## src/rtl/messenger_rx_pkg.sv

```systemverilog
// Shared constants for the messenger UART receive path: FSM encoding,
// end-of-message character and the ASCII acceptance limit.
package messenger_rx_pkg;

   typedef logic [1:0] rx_state_t;

   localparam rx_state_t StIdle  = 2'd0;
   localparam rx_state_t StStart = 2'd1;
   localparam rx_state_t StData  = 2'd2;
   localparam rx_state_t StStop  = 2'd3;

   localparam logic [7:0] EomChar    = 8'h0D;
   localparam logic [7:0] AsciiLimit = 8'h80;

   localparam int unsigned AddrW = 9;
   localparam int unsigned PtrW  = 10;

   function automatic logic is_ascii(input logic [7:0] b);
      return b < AsciiLimit;
   endfunction

   function automatic logic is_eom(input logic [7:0] b);
      return b == EomChar;
   endfunction

endpackage

```

## src/rtl/uart_rx_core.sv

```systemverilog
// 8N1 UART receiver: 2-flop synchronizer, bit timer and frame FSM.
// Emits a one-cycle byte_valid or frame_err pulse the cycle after the stop sample.
module uart_rx_core
   import messenger_rx_pkg::*;
#(
   parameter int unsigned CLKS_PER_BIT = 10417
) (
   input  logic       clk,
   input  logic       rst_n,
   input  logic       rx,
   output logic [7:0] rx_byte,
   output logic       byte_valid,
   output logic       frame_err
);

   localparam int unsigned TimerW = $clog2(CLKS_PER_BIT + 1);
   localparam logic [TimerW-1:0] BitEnd  = TimerW'(CLKS_PER_BIT - 1);
   localparam logic [TimerW-1:0] HalfEnd = TimerW'(CLKS_PER_BIT / 2 - 1);

   logic [1:0]        sync_q;
   logic              rx_s;
   rx_state_t         state_q, state_d;
   logic [TimerW-1:0] timer_q, timer_d;
   logic [2:0]        bit_cnt_q, bit_cnt_d;
   logic [7:0]        shift_q, shift_d;
   logic [7:0]        byte_q, byte_d;
   logic              valid_q, valid_d;
   logic              ferr_q, ferr_d;

   // Both flops preset high so reset never looks like a start bit.
   always_ff @(posedge clk or negedge rst_n) begin
      if (!rst_n) begin
         sync_q <= 2'b11;
      end else begin
         sync_q <= {sync_q[0], rx};
      end
   end

   assign rx_s = sync_q[1];

   always_comb begin
      state_d   = state_q;
      timer_d   = timer_q + 1'b1;
      bit_cnt_d = bit_cnt_q;
      shift_d   = shift_q;
      byte_d    = byte_q;
      valid_d   = 1'b0;
      ferr_d    = 1'b0;
      case (state_q)
         StIdle: begin
            timer_d = '0;
            if (!rx_s) begin
               state_d = StStart;
            end
         end
         StStart: begin
            if (timer_q == HalfEnd) begin
               timer_d   = '0;
               bit_cnt_d = 3'd0;
               state_d   = rx_s ? StIdle : StData;
            end
         end
         StData: begin
            if (timer_q == BitEnd) begin
               timer_d = '0;
               shift_d = {rx_s, shift_q[7:1]};
               if (bit_cnt_q == 3'd7) begin
                  state_d = StStop;
               end else begin
                  bit_cnt_d = bit_cnt_q + 3'd1;
               end
            end
         end
         StStop: begin
            if (timer_q == BitEnd) begin
               timer_d = '0;
               state_d = StIdle;
               if (rx_s) begin
                  valid_d = 1'b1;
                  byte_d  = shift_q;
               end else begin
                  ferr_d = 1'b1;
               end
            end
         end
         default: begin
            state_d = StIdle;
            timer_d = '0;
         end
      endcase
   end

   always_ff @(posedge clk or negedge rst_n) begin
      if (!rst_n) begin
         state_q   <= StIdle;
         timer_q   <= '0;
         bit_cnt_q <= 3'd0;
         shift_q   <= 8'd0;
         byte_q    <= 8'd0;
         valid_q   <= 1'b0;
         ferr_q    <= 1'b0;
      end else begin
         state_q   <= state_d;
         timer_q   <= timer_d;
         bit_cnt_q <= bit_cnt_d;
         shift_q   <= shift_d;
         byte_q    <= byte_d;
         valid_q   <= valid_d;
         ferr_q    <= ferr_d;
      end
   end

   assign rx_byte    = byte_q;
   assign byte_valid = valid_q;
   assign frame_err  = ferr_q;

endmodule

```

## src/rtl/messenger_rx.sv

```systemverilog
// Receives ASCII over UART and writes it sequentially into the document RAM;
// CR ends a message and rewinds the write pointer.
module messenger_rx
   import messenger_rx_pkg::*;
#(
   parameter int unsigned CLKS_PER_BIT = 10417,
   parameter int unsigned DOC_DEPTH    = 512
) (
   input  logic             clk,
   input  logic             rst_n,
   input  logic             RsRx,
   input  logic             clear,
   input  logic             doc_busy,
   output logic             doc_we,
   output logic [AddrW-1:0] doc_a,
   output logic [7:0]       doc_d,
   output logic             done,
   output logic             full,
   output logic             frame_err,
   output logic             overrun
);

   logic [7:0]      core_byte;
   logic            core_valid;
   logic [7:0]      hold_q, hold_d;
   logic            hold_valid_q, hold_valid_d;
   logic [PtrW-1:0] ptr_q, ptr_d;
   logic            overrun_q, overrun_d;
   logic            consume;
   logic            accept;
   logic            occupied;

   uart_rx_core #(
      .CLKS_PER_BIT(CLKS_PER_BIT)
   ) u_core (
      .clk       (clk),
      .rst_n     (rst_n),
      .rx        (RsRx),
      .rx_byte   (core_byte),
      .byte_valid(core_valid),
      .frame_err (frame_err)
   );

   always_comb begin
      full    = (ptr_q == PtrW'(DOC_DEPTH));
      consume = hold_valid_q & ~doc_busy;
      done    = consume & is_eom(hold_q);
      doc_we  = consume & ~is_eom(hold_q) & ~full;
      doc_a   = ptr_q[AddrW-1:0];
      doc_d   = hold_q;
   end

   // A slot being drained this cycle is free for a new byte.
   always_comb begin
      accept       = core_valid & is_ascii(core_byte);
      occupied     = hold_valid_q & ~consume;
      hold_d       = hold_q;
      hold_valid_d = hold_valid_q & ~consume;
      overrun_d    = accept & occupied;
      if (accept && !occupied) begin
         hold_d       = core_byte;
         hold_valid_d = 1'b1;
      end
   end

   // clear has priority over the increment of a coincident write.
   always_comb begin
      ptr_d = ptr_q;
      if (clear || done) begin
         ptr_d = '0;
      end else if (doc_we) begin
         ptr_d = ptr_q + 1'b1;
      end
   end

   always_ff @(posedge clk or negedge rst_n) begin
      if (!rst_n) begin
         hold_q       <= 8'd0;
         hold_valid_q <= 1'b0;
         ptr_q        <= '0;
         overrun_q    <= 1'b0;
      end else begin
         hold_q       <= hold_d;
         hold_valid_q <= hold_valid_d;
         ptr_q        <= ptr_d;
         overrun_q    <= overrun_d;
      end
   end

   assign overrun = overrun_q;

endmodule

```

## config.mk

```make
export PLATFORM = sky130hd
export DESIGN_NAME = messenger_rx
export DESIGN_NICKNAME = d
export VERILOG_FILES = /design/src/rtl/messenger_rx_pkg.sv /design/src/rtl/uart_rx_core.sv /design/src/rtl/messenger_rx.sv
export SDC_FILE = /design/constraint.sdc
export NUM_CORES = 1
export LEC_CHECK = 0
export ABC_AREA = 1
export CAP_MARGIN = 20
export CORE_ASPECT_RATIO = 2
export CORE_MARGIN = 2
export CORE_UTILIZATION = 55
export DETAILED_ROUTE_END_ITERATION = 16
export PLACE_DENSITY = 0.77
export SETUP_SLACK_MARGIN = 0.2
export SLEW_MARGIN = 15
export SYNTH_ARGS = -nofsm -noshare
export SYNTH_HDL_FRONTEND = slang
export SYNTH_SLANG_ARGS = --single-unit
export TNS_END_PERCENT = 50
```

## constraint.sdc

```tcl
create_clock -name clk -period 2 [get_ports clk]
set_clock_uncertainty 0.2 [all_clocks]
set_input_delay 0.3 -clock clk [delete_from_list [all_inputs] [get_ports clk]]
set_output_delay 0.3 -clock clk [all_outputs]
set_load 0.02 [all_outputs]
```

==> results of run 1 <==
-- path summary, 6_finish.rpt --
check	from	end	slack [ps]
worst min register to register	u_core.sync_q[0]	u_core.sync_q[1]	160
worst max-delay path	ptr_q[0]	doc_we	-50
min in group asynchronous	rst_n	doc_d[5]	270
worst min-delay path	RsRx	u_core.sync_q[0]	150
worst max register to register	ptr_q[0]	ptr_q[4]	110
max in group asynchronous	rst_n	u_core.sync_q[0]	1030
-- flip-flops by register name (all words and copies together), names as in the netlist, named ones only --
signal,cells
u_core.rx_byte,8
u_core.sync_q,2
u_core.byte_valid,1
overrun,1
u_core.state_q,1
u_core.bit_cnt_q,3
hold_valid_q,1
u_core.timer_q,14
u_core.frame_err,1
doc_d,8
ptr_q,10
u_core.shift_q,8
-- worst register-to-register path, stage by stage (launching register included) --
cell and delay, ps:
sky130_fd_sc_hd__dfrtp_1 400, sky130_fd_sc_hd__inv_2 80, sky130_fd_sc_hd__ha_4 130, sky130_fd_sc_hd__nand2_2 50, sky130_fd_sc_hd__nor2_1 80, sky130_fd_sc_hd__nand4_1 130
sky130_fd_sc_hd__nand3_2 150, sky130_fd_sc_hd__inv_4 50, sky130_fd_sc_hd__buf_6 100, sky130_fd_sc_hd__buf_6 100, sky130_fd_sc_hd__buf_8 130, sky130_fd_sc_hd__nand3b_1 90
sky130_fd_sc_hd__nand2_1 70
-- Yosys cell counts (3+ instances only) --
cell type	number
sky130_fd_sc_hd__buf_4	9
sky130_fd_sc_hd__dfrtp_1	57
sky130_fd_sc_hd__ha_1	6
sky130_fd_sc_hd__inv_1	47
sky130_fd_sc_hd__inv_2	3
sky130_fd_sc_hd__mux2_2	6
sky130_fd_sc_hd__nand2_1	85
sky130_fd_sc_hd__nand3_1	33
sky130_fd_sc_hd__nand3b_1	3
sky130_fd_sc_hd__nand4_1	7
sky130_fd_sc_hd__nor2_1	42
sky130_fd_sc_hd__nor2_2	3
sky130_fd_sc_hd__nor3_1	8
sky130_fd_sc_hd__nor3_2	3
sky130_fd_sc_hd__nor3b_1	3
sky130_fd_sc_hd__o21ai_0	8
sky130_fd_sc_hd__o21ai_2	15
sky130_fd_sc_hd__xnor2_1	3
sky130_fd_sc_hd__xor2_1	7
-- final cells by class --
class | count | area (µm²) | area share, %
clock buffers | 10 | 138 | 3.48
clock inverters | 6 | 65.1 | 1.65
inverters | 51 | 206 | 5.22
multi-input cells | 240 | 1480 | 37.4
flip-flops and latches | 59 | 1480 | 37.5
well taps | 60 | 75.1 | 1.90
repair buffers | 57 | 502 | 12.7
repair inverters | 1 | 7.51 | 0.190
-- logic make-up (layout without fill, tap and decap cells) --
group | after synthesis | after routing | share of synthesized area [%]
mux | 6 | 6 | 2.22
simple gates | 191 | 191 | 27.9
xor+xnor | 10 | 10 | 2.88
flops | 59 | 59 | 48.6
fa+ha+maj | 6 | 6 | 2.47
buf+inv | 64 | 125 | 9.58
compound gates | 27 | 27 | 6.41
-- per-stage QoR --
stage	utilization, %	worst slack (ps)	std cells
detailed placement	64.4	-155	459
finish	73.6	-52.3	484
floorplan	-	206	363
global placement	64.4	-135	459
global route	73.6	-149	484
CTS	69.2	-31.6	479
-- timing repair --
item,4_1_cts,5_1_grt
setup endpoints to repair,36,46
hold endpoints to repair,57,0
gates cloned,1,0
hold buffers,1,0
pin swaps,5,19
resized for setup,48,66
buffers inserted,2,5
-- power groups by stage --
stage | combinational (W) | sequential [W] | clock (W)
2_1_floorplan | 0.00000735 | 0.00122 | 0
3_3_place_gp | 0.0000451 | 0.00122 | 0
3_5_place_dp | 0.0000454 | 0.00122 | 0
4_1_cts | 0.0000473 | 0.00120 | 0.00113
5_1_grt | 0.0000541 | 0.00120 | 0.00118
6_report | 0.0000468 | 0.00120 | 0.00110
-- layer usage --
metal	track usage (%)	up-vias	wire length, µm
met3	7.00	23	246
met1	23.1	1211	2380
li1	-	1258	-
met5	0	-	0
met2	40.9	65	3680
met4	15.6	0	271
==> Implementation_results.wiki, run 1 <==
{| class="wikitable"
! Metric !! Value
|-
| Outcome || finished, violations left
|-
| Violated checks || setup timing
|-
| Cells taking the most area after synthesis || sky130_fd_sc_hd__dfrtp_1 47%, sky130_fd_sc_hd__nand2_1 10%, sky130_fd_sc_hd__inv_1 5.8%, sky130_fd_sc_hd__nand3_1 5.4%, sky130_fd_sc_hd__nor2_1 5.2%
|-
| Asr flop ratio synth || 100%
|-
| Vias per cell || roughly 5.3
|-
| Final number of setup-violating endpoints || 1
|-
| Slew Limit Fails || 0
|-
| Tightest Pin Transition || between 400 and 500 ps
|-
| Most frequent cells in the layout || 80 x sky130_fd_sc_hd__nand2_1, 53 x sky130_fd_sc_hd__dfrtp_1, 40 x sky130_fd_sc_hd__inv_1, 31 x sky130_fd_sc_hd__nor2_1
|-
| Critical Path Stages || 8
|-
| Total of fill cells in the finished design || 390
|-
| Achievable clock frequency || roughly 490 MHz
|-
| Internal power || 0.00182 W
|-
| Worst path bufs/invs || 3
|-
| Placeable Area || 5370 µm²
|-
| Total routing usage reported by global routing || a little under a quarter
|-
| Std-Cell Rows || 38
|-
| CTS tree || done
|-
| Max H-tree Level || 3
|-
| Yosys top cell area share || 46.9%
|-
| Yosys warning total || 0
|-
| Final Net Count || 430
|-
| DIE AREA || 6180 µm²
|-
| Critical path cell sequence || inv_2 -> ha_4 -> nand2_2 -> nor2_1 -> nand4_1 -> nand3_2 -> inv_4 -> buf_6
|-
| Data required time at the worst endpoint || around 1500 ps
|-
| Residual overflow from global routing || 0
|-
| Worst Hold Depth || 1
|-
| Power share of the clock group || a little under half
|-
| Placer's final routability congestion estimate || around 0.87
|-
| WS Path Type || flop to output pin
|-
| Instance area at placement || 3460 µm²
|-
| Register area share after synthesis || 48.6%
|-
| Setup repair after global routing missed its margin || true
|-
| Top flip-flop cell by instance count after synthesis || sky130_fd_sc_hd__dfrtp_1
|-
| Type of the tightest min-delay check || input port to flop
|-
| Remaining number of nets flagged by the antenna check after routing || 0
|-
| Final hold slack || 151 ps
|-
| Switching fraction of total power || roughly 23%
|-
| X dimension of the die || about 57 µm
|-
| Delay of the slowest critical-path stage || roughly 400 ps
|-
| Count of distinct cell types in the synthesized netlist || 29
|-
| Clock latency reported for the late side of the worst-skew pair || between 300 and 400 ps
|-
| Register bit count reported by yosys || slightly below 60
|-
| Layout cells sized above 1 || 32.3%
|-
| Number of enable-type register cells in the synthesized netlist || 0
|-
| Post-route cell area || 3960 µm²
|-
| TNS Setup || -52.3 ps
|-
| Area leader, netlist || sky130_fd_sc_hd__dfrtp_1
|-
| Synth-to-Final Area Change || 29.9%
|-
| CTS root buffer || sky130_fd_sc_hd__clkbuf_8
|-
| Post-DR wirelength/cell || 13.6 µm
|-
| Final Worst Setup Slack || -52.3 ps
|-
| Type of destination of the critical path || output pin
|-
| Routed WL || roughly 6600 µm
|-
| Largest fanout of any net on the critical path || 2
|-
| Most common cell after layout, fill and taps aside || sky130_fd_sc_hd__nand2_1
|-
| Buffers from clock root to sink, at most || 2
|-
| Inserted Clock Buffers || 9
|-
| Via count of the first global-routing pass || about 2600
|-
| Arrival time of the worst setup path || around 1600 ps
|-
| Sequential Power Share || about 50%
|-
| Kind of cell adding the most delay to the critical path || simple AND/OR/NAND/NOR gates
|-
| Leak || 2.06 nW
|-
| Nets in the synthesized netlist || 374
|-
| Master of the slowest instance on the critical path || sky130_fd_sc_hd__dfrtp_1
|-
| DRC marker count from the first detailed-route iteration || between 70 and 80
|-
| Power density over the cells || about 590 nW/µm²
|-
| Peak VDD IR || 0.632 mV
|-
| Input/output buffers || 26
|-
| Net switching component of the power || between 0.0005 and 0.0006 W
|-
| Ports placed on the boundary || 27
|-
| Length of the first detailed-routing pass in iterations || 4
|-
| Syn Inst Count || about 360
|-
| Largest net degree at the start of global routing || 60
|-
| Type of origin of the critical path || flop
|-
| Number of max-capacitance violations reported || 0
|-
| Logic gate share of total power || under 10%
|-
| CTS sink cnt || 59
|-
| Number of endpoints with negative hold slack in the final report || 0
|-
| Cell area after synthesis || 3040 µm²
|-
| Antenna violations before repair || 0
|-
| CTS clk-pin slew, worst paths || roughly 70 ps
|-
| Avg Synthesized Cell Area || 8.39 µm²
|-
| Min cycle time layout || approximately 2100 ps
|-
| DRC violations left || 0
|-
| Cell depth of the worst flop-to-flop path || 12
|-
| Floorplan die height || between 100 and 150 µm
|-
| Initial standard-cell utilization of the core || 56.7%
|-
| Post-DP HPWL || about 4300 µm
|-
| Via Count || ~2600
|-
| Final critical-path share of the clock period || 103%
|-
| Max-Slew Margin vs Limit || a little under three quarters
|-
| Power Total || 0.00235 W
|-
| Number of diodes added for antenna fixing || 0
|-
| Global-route wire length before repair || ~11000 µm
|}
Note: power is estimated with default switching activity, not from simulation.
==> inputs of run 2 (changes only) <==
CORE_MARGIN = 4   (was 2)
CORE_UTILIZATION = 50   (was 55)
PLACE_DENSITY = 0.71   (was 0.77)
==> Implementation_results.wiki, run 2 (synthesized netlist as in run 1, its figures left out) <==
{| class="wikitable"
! Metric !! Value
|-
| Outcome || finished, violations left
|-
| Violated checks || setup timing
|-
| Min cycle time layout || 2010 ps
|-
| Floorplan die height || 118 µm
|-
| Max-Slew Margin vs Limit || about three fifths
|-
| Synth-to-Final Area Change || 34.2%
|-
| Final number of setup-violating endpoints || 1
|-
| Arrival time of the worst setup path || 1510 ps
|-
| Input/output buffers || 26
|-
| Largest Register || u_core.timer_q
|-
| Inserted Clock Buffers || 9
|-
| Type of the tightest min-delay check || flop to flop
|-
| Achievable clock frequency || 498 MHz
|-
| DP Worst Slack || -217 ps
|-
| Count of non-filler cells in the finished layout || 490
|-
| DIE AREA || around 7500 µm²
|-
| Final Worst Setup Slack || -7.47 ps
|-
| Via Count || 2589
|-
| Largest net degree at the start of global routing || 27
|-
| Slew Limit Fails || 0
|-
| Post-route cell area || ~4100 µm²
|-
| Std-Cell Rows || 40
|-
| Type of origin of the critical path || flop
|-
| Remaining number of nets flagged by the antenna check after routing || 0
|-
| Instance area at placement || 3480 µm²
|-
| Final Net Count || 433
|-
| Placeable Area || 5960 µm²
|-
| CTS sink cnt || 59
|-
| Flip-flop count of the largest register, all copies and words added || 14
|-
| X dimension of the die || between 60 and 70 µm
|-
| Data required time at the worst endpoint || 1500 ps
|-
| End-of-flow core utilization || 68.6%
|-
| CTS clk-pin slew, worst paths || approximately 50 ps
|-
| DRC marker count from the first detailed-route iteration || between 100 and 150
|-
| Layout cells sized above 1 || 31.6%
|-
| Tightest Pin Transition || about 600 ps
|-
| Setup repair after global routing missed its margin || true
|-
| Number of max-capacitance violations reported || 0
|-
| Number of endpoints with negative hold slack in the final report || 0
|-
| Via count of the first global-routing pass || about 2600
|-
| Ports placed on the boundary || 27
|-
| Final critical-path share of the clock period || 100%
|-
| Clock latency reported for the late side of the worst-skew pair || approximately 330 ps
|-
| Residual overflow from global routing || 0
|-
| Routed WL || between 7000 and 8000 µm
|-
| Global-route wire length before repair || ~11000 µm
|-
| Most frequent cells in the layout || 78 x sky130_fd_sc_hd__nand2_1, 57 x sky130_fd_sc_hd__dfrtp_1, 40 x sky130_fd_sc_hd__inv_1, 32 x sky130_fd_sc_hd__nor2_1, 32 x sky130_fd_sc_hd__buf_4
|-
| Length of the first detailed-routing pass in iterations || 4
|-
| DRC violations left || 0
|-
| CTS root buffer || sky130_fd_sc_hd__clkbuf_16
|-
| Most common cell after layout, fill and taps aside || sky130_fd_sc_hd__nand2_1
|-
| Antenna violations before repair || 0
|-
| TNS Setup || -7.47 ps
|-
| Post-DP HPWL || a little under 5000 µm
|-
| Initial standard-cell utilization of the core || approximately 51%
|-
| Type of destination of the critical path || output pin
|-
| WS Path Type || flop to output pin
|-
| Total routing usage reported by global routing || between 10% and 20%
|-
| Number of diodes added for antenna fixing || 0
|-
| Post-DR wirelength/cell || 14.7 µm
|-
| Regs by FF count || u_core.timer_q (14), ptr_q (10)
|-
| Total instance count after detailed placement || 466
|-
| Vias per cell || 5.28
|-
| Peak VDD IR || 0.548 mV
|-
| Max H-tree Level || 3
|-
| Power density over the cells || 692 nW/µm²
|-
| CTS tree || done
|-
| Largest fanout of any net on the critical path || 2
|-
| Buffers from clock root to sink, at most || 2
|-
| Leak || 2.10 nW
|-
| Placer's final routability congestion estimate || between 0.9 and 1
|}
## run 2: cell count changes in the layout (fill, tap and decap cells not counted), sizes merged, moves of 2 or more
cell / delta
clkdlybuf4s50: +2
buf: +3
clkinv: -2
clkbuf: +3
## run 2: per-layer routing
| metal | global-route usage [%] | up-vias | wire, µm |
|---|---|---|---|
| li1 | - | 1267 | - |
| met1 | 18.0 | 1242 | 2440 |
| met2 | 36.8 | 59 | 4230 |
| met3 | 4.66 | 21 | 238 |
| met4 | 11.8 | 0 | 271 |
| met5 | 0 | - | 0 |
## run 2: power breakdown
group	internal, W	leakage [nW]	switching, W
sequential	0.00120	0.798	0.00000213
combinational	0.0000136	1.16	0.0000330
clock	0.00106	0.148	0.000515
total	0.00228	2.10	0.000551
## run 2: through the flow
step	hold WS, ps	power [W]
floorplan	-196	0.00123
global placement	138	0.00127
detailed placement	134	0.00127
CTS	155	0.00286
global route	163	0.00292
finish	156	0.00283
## run 2: worst paths after layout
check | startpoint | endpoint | slack [ps] | cells past startpoint
min | u_core.sync_q[0] | u_core.sync_q[1] | 160 | 0
min reg2reg | u_core.sync_q[0] | u_core.sync_q[1] | 160 | 0
max | ptr_q[0] | doc_we | -7 | 8
max reg2reg | u_core.timer_q[0] | u_core.state_q[0] | 220 | 11
max in group asynchronous | rst_n | ptr_q[0] | 690 | 3
min in group asynchronous | rst_n | ptr_q[6] | 310 | 2
## run 2: area by class of cell
type,count,area (µm²)
clock buffers,13,270
inverters,51,205
repair inverters,1,16.3
fillers,457,1870
well taps,63,78.8
clock inverters,3,45.0
flip-flops and latches,59,1480
repair buffers,60,493
multi-input cells,240,1500
## run 2: critical path: stages (launching register included)
cell	delay [ps]
sky130_fd_sc_hd__dfrtp_1	380
sky130_fd_sc_hd__inv_2	80
sky130_fd_sc_hd__ha_4	130
sky130_fd_sc_hd__nand2_2	40
sky130_fd_sc_hd__nor2_1	80
sky130_fd_sc_hd__nand4_1	130
sky130_fd_sc_hd__nand3_2	150
sky130_fd_sc_hd__clkinv_2	70
sky130_fd_sc_hd__buf_6	130
## run 2: timing repair
| item | CTS | global route |
|---|---|---|
| pin swaps | 3 | 14 |
| gates cloned | 0 | 1 |
| endpoints found under the hold margin | 20 | 0 |
| resized for setup | 48 | 64 |
| hold buffers | 1 | 0 |
| setup buffers | 3 | 3 |
| endpoints found under the setup margin | 31 | 38 |
